$ cat config.mk
export PLATFORM = sky130hd
export DESIGN_NAME = sine_nco
export DESIGN_NICKNAME = d
export VERILOG_FILES = /design/src/rtl/sine_nco.sv
export SDC_FILE = /design/constraint.sdc
export NUM_CORES = 1
export LEC_CHECK = 0
export CORE_UTILIZATION = 40
export DETAILED_ROUTE_END_ITERATION = 8
export DONT_BUFFER_PORTS = 1
export PLACE_DENSITY = 0.52
export RECOVER_POWER = 50
export SYNTH_ARGS = -nofsm -noshare
export SYNTH_HDL_FRONTEND = slang
export SYNTH_SLANG_ARGS = --single-unit
export TNS_END_PERCENT = 50
$ cat constraint.sdc
create_clock -name clk_i -period 3.9 [get_ports clk_i]
set_input_delay 0.78 -clock clk_i [delete_from_list [all_inputs] [get_ports clk_i]]
set_output_delay 0.78 -clock clk_i [all_outputs]
set_load 0.005 [all_outputs]
$ cat src/rtl/sine_nco.sv
// ---------------------------------------------------------------------------
// sine_nco - numerically-controlled oscillator on a quarter-wave sine ROM.
//
// Phase accumulator plus per-sample phase offset, folded into one quadrant,
// looked up in a quarter-wave table and sign-restored to a two's complement
// sample. Three register stages; one sample per enabled cycle.
//
// Optional feature macro: SINE_NCO_COS_EN
//   Defined  -> adds dout_cos_o (quadrature output, phase + quarter turn)
//               through a second table read port.
//   Undefined -> no cosine port and no second read port.
//
// Ports
//   clk_i          in   1             rising-edge clock
//   rst_ni         in   1             asynchronous active-low reset
//   en_i           in   1             advance accumulator, launch one sample
//   phase_clr_i    in   1             synchronous accumulator clear
//   freq_word_i    in   PHASE_WIDTH   phase increment per enabled cycle
//   phase_off_i    in   PHASE_WIDTH   offset added to the sample phase only
//   dout_o         out  ROM_WIDTH+1   signed sine sample
//   dout_valid_o   out  1             dout_o carries a new sample
//   dout_cos_o     out  ROM_WIDTH+1   signed cosine sample (macro only)
//
// Parameters
//   ROM_WIDTH   magnitude bits per table entry
//   ROM_DEPTH   entries per quarter wave (power of 2, >= 4)
//   PHASE_WIDTH accumulator width (>= clog2(ROM_DEPTH)+2)
// ---------------------------------------------------------------------------
module sine_nco #(
  parameter int ROM_WIDTH   = 8,
  parameter int ROM_DEPTH   = 64,
  parameter int PHASE_WIDTH = 16
) (
  input  logic                   clk_i,
  input  logic                   rst_ni,
  input  logic                   en_i,
  input  logic                   phase_clr_i,
  input  logic [PHASE_WIDTH-1:0] freq_word_i,
  input  logic [PHASE_WIDTH-1:0] phase_off_i,
  output logic [ROM_WIDTH:0]     dout_o,
  output logic                   dout_valid_o
`ifdef SINE_NCO_COS_EN
  ,
  output logic [ROM_WIDTH:0]     dout_cos_o
`endif
);

  localparam int ADDR_W = $clog2(ROM_DEPTH);
  localparam int IDX_W  = ADDR_W + 2;
  localparam real PI    = 3.14159265358979323846;

  // Entries are sampled at the centre of each step (k+0.5), so no entry is 0
  // and the table is symmetric about the quarter point without a duplicate.
  function automatic logic [ROM_WIDTH-1:0] rom_entry(input int k);
    real amp;
    real x;
    amp = real'((2 ** ROM_WIDTH) - 1);
    x   = amp * $sin(PI / 2.0 * (real'(k) + 0.5) / real'(ROM_DEPTH));
    return ROM_WIDTH'($rtoi(x + 0.5));
  endfunction

  logic [ROM_WIDTH-1:0] rom [ROM_DEPTH];

  for (genvar k = 0; k < ROM_DEPTH; k++) begin : g_rom
    localparam logic [ROM_WIDTH-1:0] ENTRY = rom_entry(k);
    assign rom[k] = ENTRY;
  end

  // -------------------------------------------------------------------------
  // Phase accumulator
  // -------------------------------------------------------------------------
  logic [PHASE_WIDTH-1:0] acc_q, acc_d;
  logic [PHASE_WIDTH-1:0] acc_base;
  logic [PHASE_WIDTH-1:0] phase;
  logic [IDX_W-1:0]       idx;

  // A clear coinciding with an enable launches the sample at phase 0.
  assign acc_base = phase_clr_i ? '0 : acc_q;
  assign phase    = acc_base + phase_off_i;
  assign idx      = phase[PHASE_WIDTH-1 -: IDX_W];

  always_comb begin
    acc_d = acc_q;
    if (phase_clr_i) begin
      acc_d = en_i ? freq_word_i : '0;
    end else if (en_i) begin
      acc_d = acc_q + freq_word_i;
    end
  end

  always_ff @(posedge clk_i or negedge rst_ni) begin
    if (!rst_ni) begin
      acc_q <= '0;
    end else begin
      acc_q <= acc_d;
    end
  end

  // -------------------------------------------------------------------------
  // S1: quadrant, in-quadrant address, launch flag
  // -------------------------------------------------------------------------
  logic [1:0]        q1_q, q1_d;
  logic [ADDR_W-1:0] a1_q, a1_d;
  logic              v1_q;

  always_comb begin
    q1_d = q1_q;
    a1_d = a1_q;
    if (en_i) begin
      q1_d = idx[ADDR_W+1:ADDR_W];
      a1_d = idx[ADDR_W-1:0];
    end
  end

  always_ff @(posedge clk_i or negedge rst_ni) begin
    if (!rst_ni) begin
      q1_q <= '0;
      a1_q <= '0;
      v1_q <= 1'b0;
    end else begin
      q1_q <= q1_d;
      a1_q <= a1_d;
      v1_q <= en_i;
    end
  end

  // -------------------------------------------------------------------------
  // S2: table read and sign flag
  // -------------------------------------------------------------------------
  // Odd quadrants run the table backwards; DEPTH-1-a equals ~a because the
  // depth is a power of two.
  logic [ADDR_W-1:0]    rd_addr;
  logic [ROM_WIDTH-1:0] mag2_q, mag2_d;
  logic                 neg2_q, neg2_d;
  logic                 v2_q;

  assign rd_addr = q1_q[0] ? ~a1_q : a1_q;

  always_comb begin
    mag2_d = mag2_q;
    neg2_d = neg2_q;
    if (v1_q) begin
      mag2_d = rom[rd_addr];
      neg2_d = q1_q[1];
    end
  end

  always_ff @(posedge clk_i or negedge rst_ni) begin
    if (!rst_ni) begin
      mag2_q <= '0;
      neg2_q <= 1'b0;
      v2_q   <= 1'b0;
    end else begin
      mag2_q <= mag2_d;
      neg2_q <= neg2_d;
      v2_q   <= v1_q;
    end
  end

  // -------------------------------------------------------------------------
  // S3: sign restore; output holds between valid samples
  // -------------------------------------------------------------------------
  logic [ROM_WIDTH:0] ext2;
  logic [ROM_WIDTH:0] res2;
  logic [ROM_WIDTH:0] dout_q, dout_d;
  logic               vld_q;

  // Magnitude never exceeds 2^ROM_WIDTH-1, so negating in ROM_WIDTH+1 bits
  // cannot overflow.
  assign ext2 = {1'b0, mag2_q};
  assign res2 = neg2_q ? -ext2 : ext2;

  always_comb begin
    dout_d = dout_q;
    if (v2_q) begin
      dout_d = res2;
    end
  end

  always_ff @(posedge clk_i or negedge rst_ni) begin
    if (!rst_ni) begin
      dout_q <= '0;
      vld_q  <= 1'b0;
    end else begin
      dout_q <= dout_d;
      vld_q  <= v2_q;
    end
  end

  assign dout_o       = dout_q;
  assign dout_valid_o = vld_q;

`ifdef SINE_NCO_COS_EN
  // -------------------------------------------------------------------------
  // Cosine path: a quarter turn only touches the two quadrant bits, so the
  // cosine quadrant is q+1 with the same in-quadrant address.
  // -------------------------------------------------------------------------
  logic [1:0]           qc1_q, qc1_d;
  logic [ADDR_W-1:0]    rd_addr_c;
  logic [ROM_WIDTH-1:0] magc2_q, magc2_d;
  logic                 negc2_q, negc2_d;
  logic [ROM_WIDTH:0]   extc2;
  logic [ROM_WIDTH:0]   resc2;
  logic [ROM_WIDTH:0]   doutc_q, doutc_d;

  always_comb begin
    qc1_d = qc1_q;
    if (en_i) begin
      qc1_d = idx[ADDR_W+1:ADDR_W] + 2'd1;
    end
  end

  assign rd_addr_c = qc1_q[0] ? ~a1_q : a1_q;

  always_comb begin
    magc2_d = magc2_q;
    negc2_d = negc2_q;
    if (v1_q) begin
      magc2_d = rom[rd_addr_c];
      negc2_d = qc1_q[1];
    end
  end

  assign extc2 = {1'b0, magc2_q};
  assign resc2 = negc2_q ? -extc2 : extc2;

  always_comb begin
    doutc_d = doutc_q;
    if (v2_q) begin
      doutc_d = resc2;
    end
  end

  always_ff @(posedge clk_i or negedge rst_ni) begin
    if (!rst_ni) begin
      qc1_q   <= '0;
      magc2_q <= '0;
      negc2_q <= 1'b0;
      doutc_q <= '0;
    end else begin
      qc1_q   <= qc1_d;
      magc2_q <= magc2_d;
      negc2_q <= negc2_d;
      doutc_q <= doutc_d;
    end
  end

  assign dout_cos_o = doutc_q;
`endif

endmodule

==> results of run 1 <==
==> per-stage QoR <==
| stage | area (sq um) | instances |
|---|---|---|
| after floorplan | 3960 | 459 |
| after CTS | 4140 | 576 |
| final | 4140 | 576 |
| after detailed placement | 4046 | 568 |
| after global placement | 4046 | 568 |
| after global routing | 4140 | 576 |
==> state kept, by name, indices dropped and copies added, names as in the netlist <==
signal,count
a1_q,6
mag2_q,8
dout_valid_o,1
q1_q,2
v2_q,1
v1_q,1
dout_o,9
neg2_q,1
acc_q,16
==> layout make-up <==
class | instances | area share
clock buffer | 5 | 0.01662
clock inverter | 3 | 0.006044
inverter | 13 | 0.01179
multi-input combinational | 375 | 0.6437
sequential | 45 | 0.2720
tap | 129 | 0.03898
timing repair buffer | 6 | 0.01088
==> metal layers <==
metal,global-route usage,part of all wire,vias up
met3,0.05107,0.048,4
met4,0.04571,0.0076,0
met1,0.2419,0.44,1550
met2,0.3399,0.50,51
met5,0,0,-
li1,-,-,1665
==> placed cells by master, fill, tap and decap left out, types with 3 or more instances in the layout <==
master,n
o211ai_1,4
a21o_1,9
xnor2_1,18
nor3_1,9
nor2b_1,20
o21a_1,5
a21oi_1,43
o31ai_1,7
and2_1,4
mux2i_1,11
nor2_1,33
a22oi_1,5
nand2b_1,5
a221o_1,3
o21ai_0,31
a211oi_1,3
nand4_1,3
mux2_2,8
o21bai_1,4
buf_4,6
xor2_1,12
ha_1,39
inv_1,12
or3_1,5
a311o_1,3
a31oi_1,8
dfrtp_1,45
clkbuf_8,5
nand3_1,9
nand2_1,32
o22ai_1,5
==> cell families (layout without fill, tap and decap cells) <==
| kind of cell | Yosys count | count (layout) | synth area share |
|---|---|---|---|
| fa+ha+maj | 40 | 40 | 0.1283 |
| mux | 19 | 19 | 0.05055 |
| simple gates | 134 | 134 | 0.1706 |
| compound gates | 151 | 151 | 0.2531 |
| xor+xnor | 31 | 31 | 0.07046 |
| flops | 45 | 45 | 0.2844 |
| buf+inv | 39 | 27 | 0.04265 |
==> how the worst max path moves through the flow <==
| stage | startpoint | end | slack (ns) | cells past startpoint |
|---|---|---|---|---|
| CTS | q1_q[0]$_DFFE_PN0P_ | mag2_q[2]$_DFFE_PN0P_ | 1.22 | 9 |
| global placement | freq_word_i[2] | acc_q[11]$_DFFE_PN0P_ | 1.22 | 7 |
| detailed placement | phase_clr_i | q1_q[1]$_DFFE_PN0P_ | 1.19 | 8 |
| global route | q1_q[0]$_DFFE_PN0P_ | mag2_q[2]$_DFFE_PN0P_ | 0.97 | 9 |
| finish | q1_q[0]$_DFFE_PN0P_ | mag2_q[0]$_DFFE_PN0P_ | 1.24 | 7 |
| floorplan | phase_clr_i | q1_q[1]$_DFFE_PN0P_ | 0.82 | 9 |
==> power by group through the flow <==
stage	combinational, mW	clock [mW]	sequential [mW]
CTS	1.80	0.322	0.802
detailed placement	1.80	0	0.812
floorplan	1.50	0	0.719
global placement	1.78	0	0.804
finish	1.80	0.309	0.797
global route	2.03	0.343	0.832
==> worst max-delay path: cells and delay by family, from the launching register on <==
kind,cells,cell delay [ns]
AOI/OAI and AO/OA,4,0.67
xor gates and xnor gates,1,0.47
adders and majority gates,1,0.42
DFF,1,0.73
muxes,1,0.23
==> metrics, run 1 <==
worst r2r dst=mag2_q[0]$_DFFE_PN0P_; final estimated routing congestion in global placement=0.8808; clock share of power=0.106; Hold Crit Class=in -> async; pins over their slew limit=0; YS warnings=0; Power Total=approximately 2.9 mW; Sw Ratio=0.4706; I/O pin cnt=46; Synthesized Nets=535; Multi-input gate area=2665 sq um; Antenna Cells=0; Post-CTS Resized=0; setup ws final=roughly 1.2 ns; worst-case clock buffer depth=2; Fin Hold WS=0.1589 ns; FP Rows=35; Seq pwr share=0.274; post-layout util=0.4397; post-synthesis cell area=3960 sq um; Unique masters post-synth=65; first-pass GRT wire length=approximately 16 mm; hpwl dp=7.110 mm; Post-synth EDFFs=0; CP Capture Type=register; Critical Path RT=4.06 ns; postcts setup bufs=0; cts hold-fix bufs=0; final wirelength=9.318 mm; Clock transition at path regs=0.10 ns; number of synthesized register bits=45; Die ar.=10300 sq um; Least-Margin Pin Slew=0.8964 ns; slew margin rel.=0.4021; Worst EP arrival=~2.8 ns; critical path's largest stage delay=0.73 ns; pre-CTS setup slack=1.186 ns; TritonCTS clock tree=yes; CORE AREA=9415 sq um; Chip Width=101.5 microns; Logic pwr share=0.620; Lkg Pwr=1.762 nW; Internal=1.539 mW; initial antenna violation count=0; CP Launch Type=register; GRT Util Overall=0.1957; Pwr Density=about 700 nW/um^2; worst-path fanout max=16; largest net degree at the start of global routing=between 40 and 50; synth top area cells=dfrtp_1, ha_1, a21oi_1, xnor2_1, o21ai_0; Worst R2R Start=q1_q[0]$_DFFE_PN0P_; Setup Total Neg Slack=0 ns; Initial Util=0.4206; Mapped Cells=459; Final Hold Vio Count=0; vias in the first global route=3218; async set or reset register ratio after synthesis=1.000; maximum vdd drop=roughly 0.29 mV; worst r2r path cells=7; Critical Path, Cell by Cell=xor2_1, ha_1, mux2i_1, o22ai_1, a311o_1, o311ai_0, a31oi_1; Net Sw Power=roughly 1.4 mW; DRT antenna net count=0; fin crit share=0.6822; area delta synth->final=4.550%; most frequent cells after synthesis=dfrtp_1, a21oi_1, ha_1; critical path's slowest cell=dfrtp_1; count leader, synth=dfrtp_1; CTS sink count=45; fin nets=522; clk_skew=0.009573 ns; DR WL/cell=16.18 microns; Synth top area share=0.2844; CP Class=reg -> reg; Reg area=1126 sq um; syn avg cell area=8.628 sq um; Setup violations, final=0; Vias/cell=between 5 and 6; Max-Cap Viols=0; Most used DFF post-synth=dfrtp_1; initial DRC count=116; fill count=~940; gr ovfl total=0; Synth area leader=dfrtp_1; CTS Buf Count=5; first-pass detailed-route iteration total=6; share of cells above drive strength 1=0.07383; clock root buffer=clkbuf_8; Via Count=3270; min Tclk post-route=2.661 ns; RSZ-0062 raised after global routing=false; status=complete, no violations; port bufs=0; H-tree depth=2; register-to-register setup slack=1.24 ns; DR DRC count=0; Worst-Skew Late Latency=0.31 ns; Die Ht=101.5 microns; sequential share of the synthesized area=0.2844; Max Fclk=around 380 MHz
(Power assumes the default switching activity.)
==> inputs of run 2 (changes only) <==
- clock period: 3.9 -> 2.5 ns (I/O delays scaled with it)
==> run 2 against run 1 <==
Wire length is 0.56% higher; first-iteration DRC count is 13% lower; worst setup slack worse by 1.1 ns; die area stayed put; global-route usage is 0.16 points lower; largest cell class unchanged; highest routed layer unchanged.
==> metrics, run 2 (synthesized netlist as in run 1, its figures left out) <==
first-pass detailed-route iteration total=4 (-2); I/O pin cnt=46 (unchanged); share of cells above drive strength 1=0.1002 (+0.02639); initial antenna violation count=0 (unchanged); Biggest register=acc_q; GRT Util Overall=0.1941 (-0.001646); Placed Cells=579 (+1.9%); Sw Ratio=0.4632 (-0.007394); min Tclk post-route=2.346 ns (-0.3148 ns); commonest non-fill, non-tap cell in the layout=dfrtp_1; met3 global-route usage=0.03796 (-0.01311); Max Fclk=426.3 MHz (+13%); Most Used Layer, Global Route=met2; Setup violations, final=0 (unchanged); Pwr Density=1102 nW/um^2 (+57%); CTS sink count=45 (unchanged); Internal=2.506 mW (+63%); CORE AREA=9415 sq um (unchanged); gr ovfl total=0 (unchanged); area delta synth->final=6.951%; met2 Usage GRT=0.3555 (+0.01559); Logic pwr share=0.636 (+0.016); Chip Width=101.5 microns (unchanged); DRT antenna net count=0 (unchanged); worst r2r path cells=8 (+1); final wirelength=9.370 mm (+0.56%); Setup Total Neg Slack=0 ns (unchanged); worst-path fanout max=6 (-10); Lkg Pwr=1.823 nW (+3.5%); GRT met1 Usage=0.2336 (-0.008280); final estimated routing congestion in global placement=0.8781 (-0.31%); Worst EP arrival=2.51 ns (-0.31 ns); Hold Crit Class=in -> reg; TritonCTS clock tree=yes; Die ar.=10300 sq um (unchanged); Seq pwr share=0.262 (-0.012); Vias/cell=5.655 (-0.39%); worst-case clock buffer depth=2 (unchanged); DR WL/cell=15.94 microns (-1.5%); Clock transition at path regs=0.10 ns (about the same); initial DRC count=101 (-13%); fin crit share=0.9384 (+0.2561); status=complete, no violations; DR DRC count=0 (unchanged); port bufs=0 (unchanged); postcts setup bufs=0 (unchanged); vias in the first global route=3349 (+4.1%); Net Sw Power=2.162 mW (+58%); hpwl dp=7.325 mm (+3.0%); Max-Cap Viols=0 (unchanged); Least-Margin Pin Slew=1.134 ns (+0.2373 ns); RSZ-0062 raised after global routing=false; H-tree depth=2 (unchanged); slew margin rel.=0.2442 (-0.1578); Critical Path RT=2.67 ns (-1.39 ns); fin nets=534 (+2.3%); maximum vdd drop=0.3875 mV (+35%); clock root buffer=clkbuf_8; number of flip-flops in the largest register=16 (unchanged); CP Capture Type=register; Die Ht=101.5 microns (unchanged); clk_skew=0.01541 ns (+0.005838 ns); CP Class=reg -> reg; worst hold path depth=0; commonest cells after routing, fill and taps aside=dfrtp_1, a21oi_1, ha_1; pins over their slew limit=0 (unchanged); CP Launch Type=register; Power Total=4.668 mW (+61%); clock share of power=0.102 (-0.004); Via Count=3325 (+1.7%); Layout Cells excl Fill=588 (+2.1%); largest net degree at the start of global routing=46 (unchanged); CTS Buf Count=5 (unchanged); first-pass GRT wire length=15.82 mm (about the same); Antenna Cells=0 (unchanged); Initial Util=0.4206 (unchanged); Worst-Skew Late Latency=0.30 ns (about the same); Final Hold Vio Count=0 (unchanged); FP Rows=35 (unchanged)
==> run 2: cell types whose count changed in the layout (fill, tap and decap cells not counted), sizes merged <==
| cell | change |
|---|---|
| buf | +11 |
| clkbuf | +1 |
==> run 2: what timing repair did <==
action                                  CTS  global route
resized for setup                         0             1
hold endpoints to repair                 45             0
hold buffers                              1             0
endpoints found under the setup margin    0             1
==> run 2: stage by stage <==
| stage | utilization | area [sq um] | setup WS [ns] | hold slack [ns] |
|---|---|---|---|---|
| after floorplan | - | 3980 | 0.01111 | 0.2044 |
| after global placement | 0.4385 | 4129 | 0.1423 | 0.2060 |
| after detailed placement | 0.4385 | 4129 | 0.05291 | 0.2080 |
| after CTS | 0.4514 | 4250 | 0.1448 | 0.03440 |
| after global routing | 0.4498 | 4235 | 0.02130 | 0.2041 |
| final | 0.4498 | 4235 | 0.1541 | 0.2260 |
==> run 2: worst paths after layout <==
path,startpoint,endpoint,slack [ns]
max in group asynchronous,rst_ni,acc_q[10]$_DFFE_PN0P_,1.39
hold / removal,en_i,v1_q$_DFF_PN0_,0.23
setup reg to reg,acc_q[2]$_DFFE_PN0P_,a1_q[5]$_DFFE_PN0P_,0.15
setup / recovery,acc_q[2]$_DFFE_PN0P_,a1_q[5]$_DFFE_PN0P_,0.15
min in group asynchronous,rst_ni,mag2_q[4]$_DFFE_PN0P_,0.41
hold reg to reg,q1_q[1]$_DFFE_PN0P_,neg2_q$_DFFE_PN0P_,0.53
==> run 2: power groups by stage <==
stage                     combinational (mW)  clock (mW)  sequential, mW
after global routing                    3.35       0.523            1.27
after global placement                  2.93           0            1.23
after floorplan                         2.35           0            1.12
after detailed placement                2.95           0            1.24
after CTS                               2.98       0.501            1.22
final                                   2.97       0.476            1.22
==> run 2: critical path: stages (launching register included) <==
cell and delay, ns:
dfrtp_1 0.41, nor2b_1 0.14, ha_1 0.27, o21a_1 0.18, o2bb2ai_1 0.23, o22ai_2 0.20
a311oi_2 0.40, nor4_1 0.09, a311o_1 0.29
==> run 2: layout make-up <==
cell class              count  area (sq um)
multi-input cells         375          2673
fillers                   927          5180
repair buffers             18         132.6
clock inverters             3         25.02
clock buffers               5         68.82
inverters                  13         48.80
well taps                 129         161.4
flip-flops and latches     45          1126
==> run 2: routing by layer <==
layer  vias up  part of all wire
met4         0            0.0091
met1      1583              0.44
met2        54              0.51
met5         -                 0
met3         6             0.037
li1       1682                 -
==> inputs of run 3 (changes only) <==
- RECOVER_POWER: 50 -> not set
==> run 3 against run 2 <==
Non-clock buffer count unchanged; critical path depth is the same; worst setup slack hardly changed; clock skew about the same; combinational power hardly changed; cell count unchanged; die area unchanged; power about the same; sequential share of layout area shrank 0.14 points; sequential power is essentially flat; largest power group unchanged; highest routed layer unchanged.
==> metrics, run 3 (synthesized netlist as in run 1, its figures left out) <==
status=complete, no violations; worst-case clock buffer depth=2 (unchanged); Reg area=1126 sq um (unchanged); GRT Util Overall=0.1941 (unchanged); FP Rows=35 (unchanged); CP Capture Type=register; vias in the first global route=3349 (unchanged); Hold Crit Class=in -> async; Setup violations, final=0 (unchanged); fin crit share=0.9384 (about the same); worst-path fanout max=6 (unchanged); area delta synth->final=7.520%; fin nets=534 (unchanged); Power Total=4.672 mW (about the same); Setup Total Neg Slack=0 ns (unchanged); Antenna Cells=0 (unchanged); initial antenna violation count=0 (unchanged); CP Launch Type=register; final estimated routing congestion in global placement=0.8781 (unchanged); port bufs=0 (unchanged); CORE AREA=9415 sq um (unchanged); Initial Util=0.4206 (unchanged); Vias/cell=5.643 (-0.21%); commonest non-fill, non-tap cell in the layout=dfrtp_1; Biggest register=acc_q; share of cells above drive strength 1=0.1002 (unchanged); Max Fclk=426.3 MHz (about the same); Fin Hold WS=0.02859 ns (-0.1974 ns); Critical Path RT=2.67 ns (about the same); TritonCTS clock tree=yes; RSZ-0062 raised after global routing=false; first-pass detailed-route iteration total=4 (unchanged); slew margin rel.=0.4682 (+0.2239); initial DRC count=101 (unchanged); CTS Buf Count=5 (unchanged); fill count=924 (-0.32%); maximum vdd drop=0.3886 mV (+0.28%); DR WL/cell=15.92 microns (about the same); I/O pin cnt=46 (unchanged); clk_skew=0.01542 ns (+0.000006900 ns); Least-Margin Pin Slew=0.7973 ns (-0.3364 ns); Chip Width=101.5 microns (unchanged); min Tclk post-route=2.346 ns (+0.00006500 ns); Worst-Skew Late Latency=0.30 ns (about the same); largest net degree at the start of global routing=46 (unchanged); first-pass GRT wire length=15.82 mm (unchanged); commonest cells after routing, fill and taps aside=dfrtp_1, a21oi_1, ha_1; Worst EP arrival=2.51 ns (about the same); H-tree depth=2 (unchanged); Die ar.=10300 sq um (unchanged); Via Count=3318 (-0.21%); number of flip-flops in the largest register=16 (unchanged); DR DRC count=0 (unchanged); hpwl dp=7.325 mm (unchanged); final wirelength=9.362 mm (about the same); Clock transition at path regs=0.10 ns (about the same); Lkg Pwr=1.832 nW (+0.47%); Multi-input gate area=2673 sq um (unchanged); clock root buffer=clkbuf_8; Final Hold Vio Count=0 (unchanged); Die Ht=101.5 microns (unchanged); gr ovfl total=0 (unchanged); CP Class=reg -> reg; DRT antenna net count=0 (unchanged); pins over their slew limit=0 (unchanged); CTS sink count=45 (unchanged); Max-Cap Viols=0 (unchanged); Pwr Density=1097 nW/um^2 (-0.44%)
-- run 3: area by class of cell --
type,instances,area share
sequential,45,0.2645
tap,129,0.03791
multi-input combinational,375,0.6277
inverter,13,0.01146
clock buffer,5,0.01616
clock inverter,3,0.005877
timing repair buffer,18,0.03644
-- run 3: path summary, 6_finish.rpt --
path	startpoint	to	slack, ns	depth (start not counted)
worst max-delay path	acc_q[2]$_DFFE_PN0P_	a1_q[5]$_DFFE_PN0P_	0.15	8
worst min-delay path	rst_ni	mag2_q[4]$_DFFE_PN0P_	0.03	1
worst max register to register	acc_q[2]$_DFFE_PN0P_	a1_q[5]$_DFFE_PN0P_	0.15	8
worst min register to register	q1_q[1]$_DFFE_PN0P_	neg2_q$_DFFE_PN0P_	0.53	1
max in group asynchronous	rst_ni	acc_q[10]$_DFFE_PN0P_	2.24	1
min in group clk_i	en_i	v1_q$_DFF_PN0_	0.23	0
-- run 3: layer usage --
layer	global-route usage	routed length, microns	vias to the layer above
li1	-	-	1682
met1	0.2336	4120	1582
met2	0.3555	4820	48
met3	0.03796	335	6
met4	0.04236	85	0
met5	0	0	-
-- run 3: stage by stage --
step | instance area (sq um) | util | setup slack (ns) | cells
final | 4258 | 0.4522 | 0.1540 | 588
after global routing | 4258 | 0.4522 | 0.02130 | 588
after CTS | 4250 | 0.4514 | 0.1448 | 588
after detailed placement | 4129 | 0.4385 | 0.05291 | 579
after global placement | 4129 | 0.4385 | 0.1423 | 579
after floorplan | 3980 | - | 0.01111 | 459
-- run 3: what timing repair did --
action	in CTS	in global routing
buffers inserted	0	0
resized for setup	0	1
endpoints found under the setup margin	0	1
hold endpoints to repair	45	0
hold buffers	1	0
-- run 3: power breakdown --
group	switching [mW]	internal (mW)
Combinational	1.64	1.34
Clock	0.273	0.202
Sequential	0.250	0.971
Total	2.16	2.51
-- run 3: critical path, stage by stage, from the launching register on --
cell       delay (ns)
dfrtp_1          0.41
nor2b_1          0.14
ha_1             0.27
o21a_1           0.18
o2bb2ai_1        0.23
o22ai_2          0.20
a311oi_2         0.40
nor4_1           0.09
a311o_1          0.29
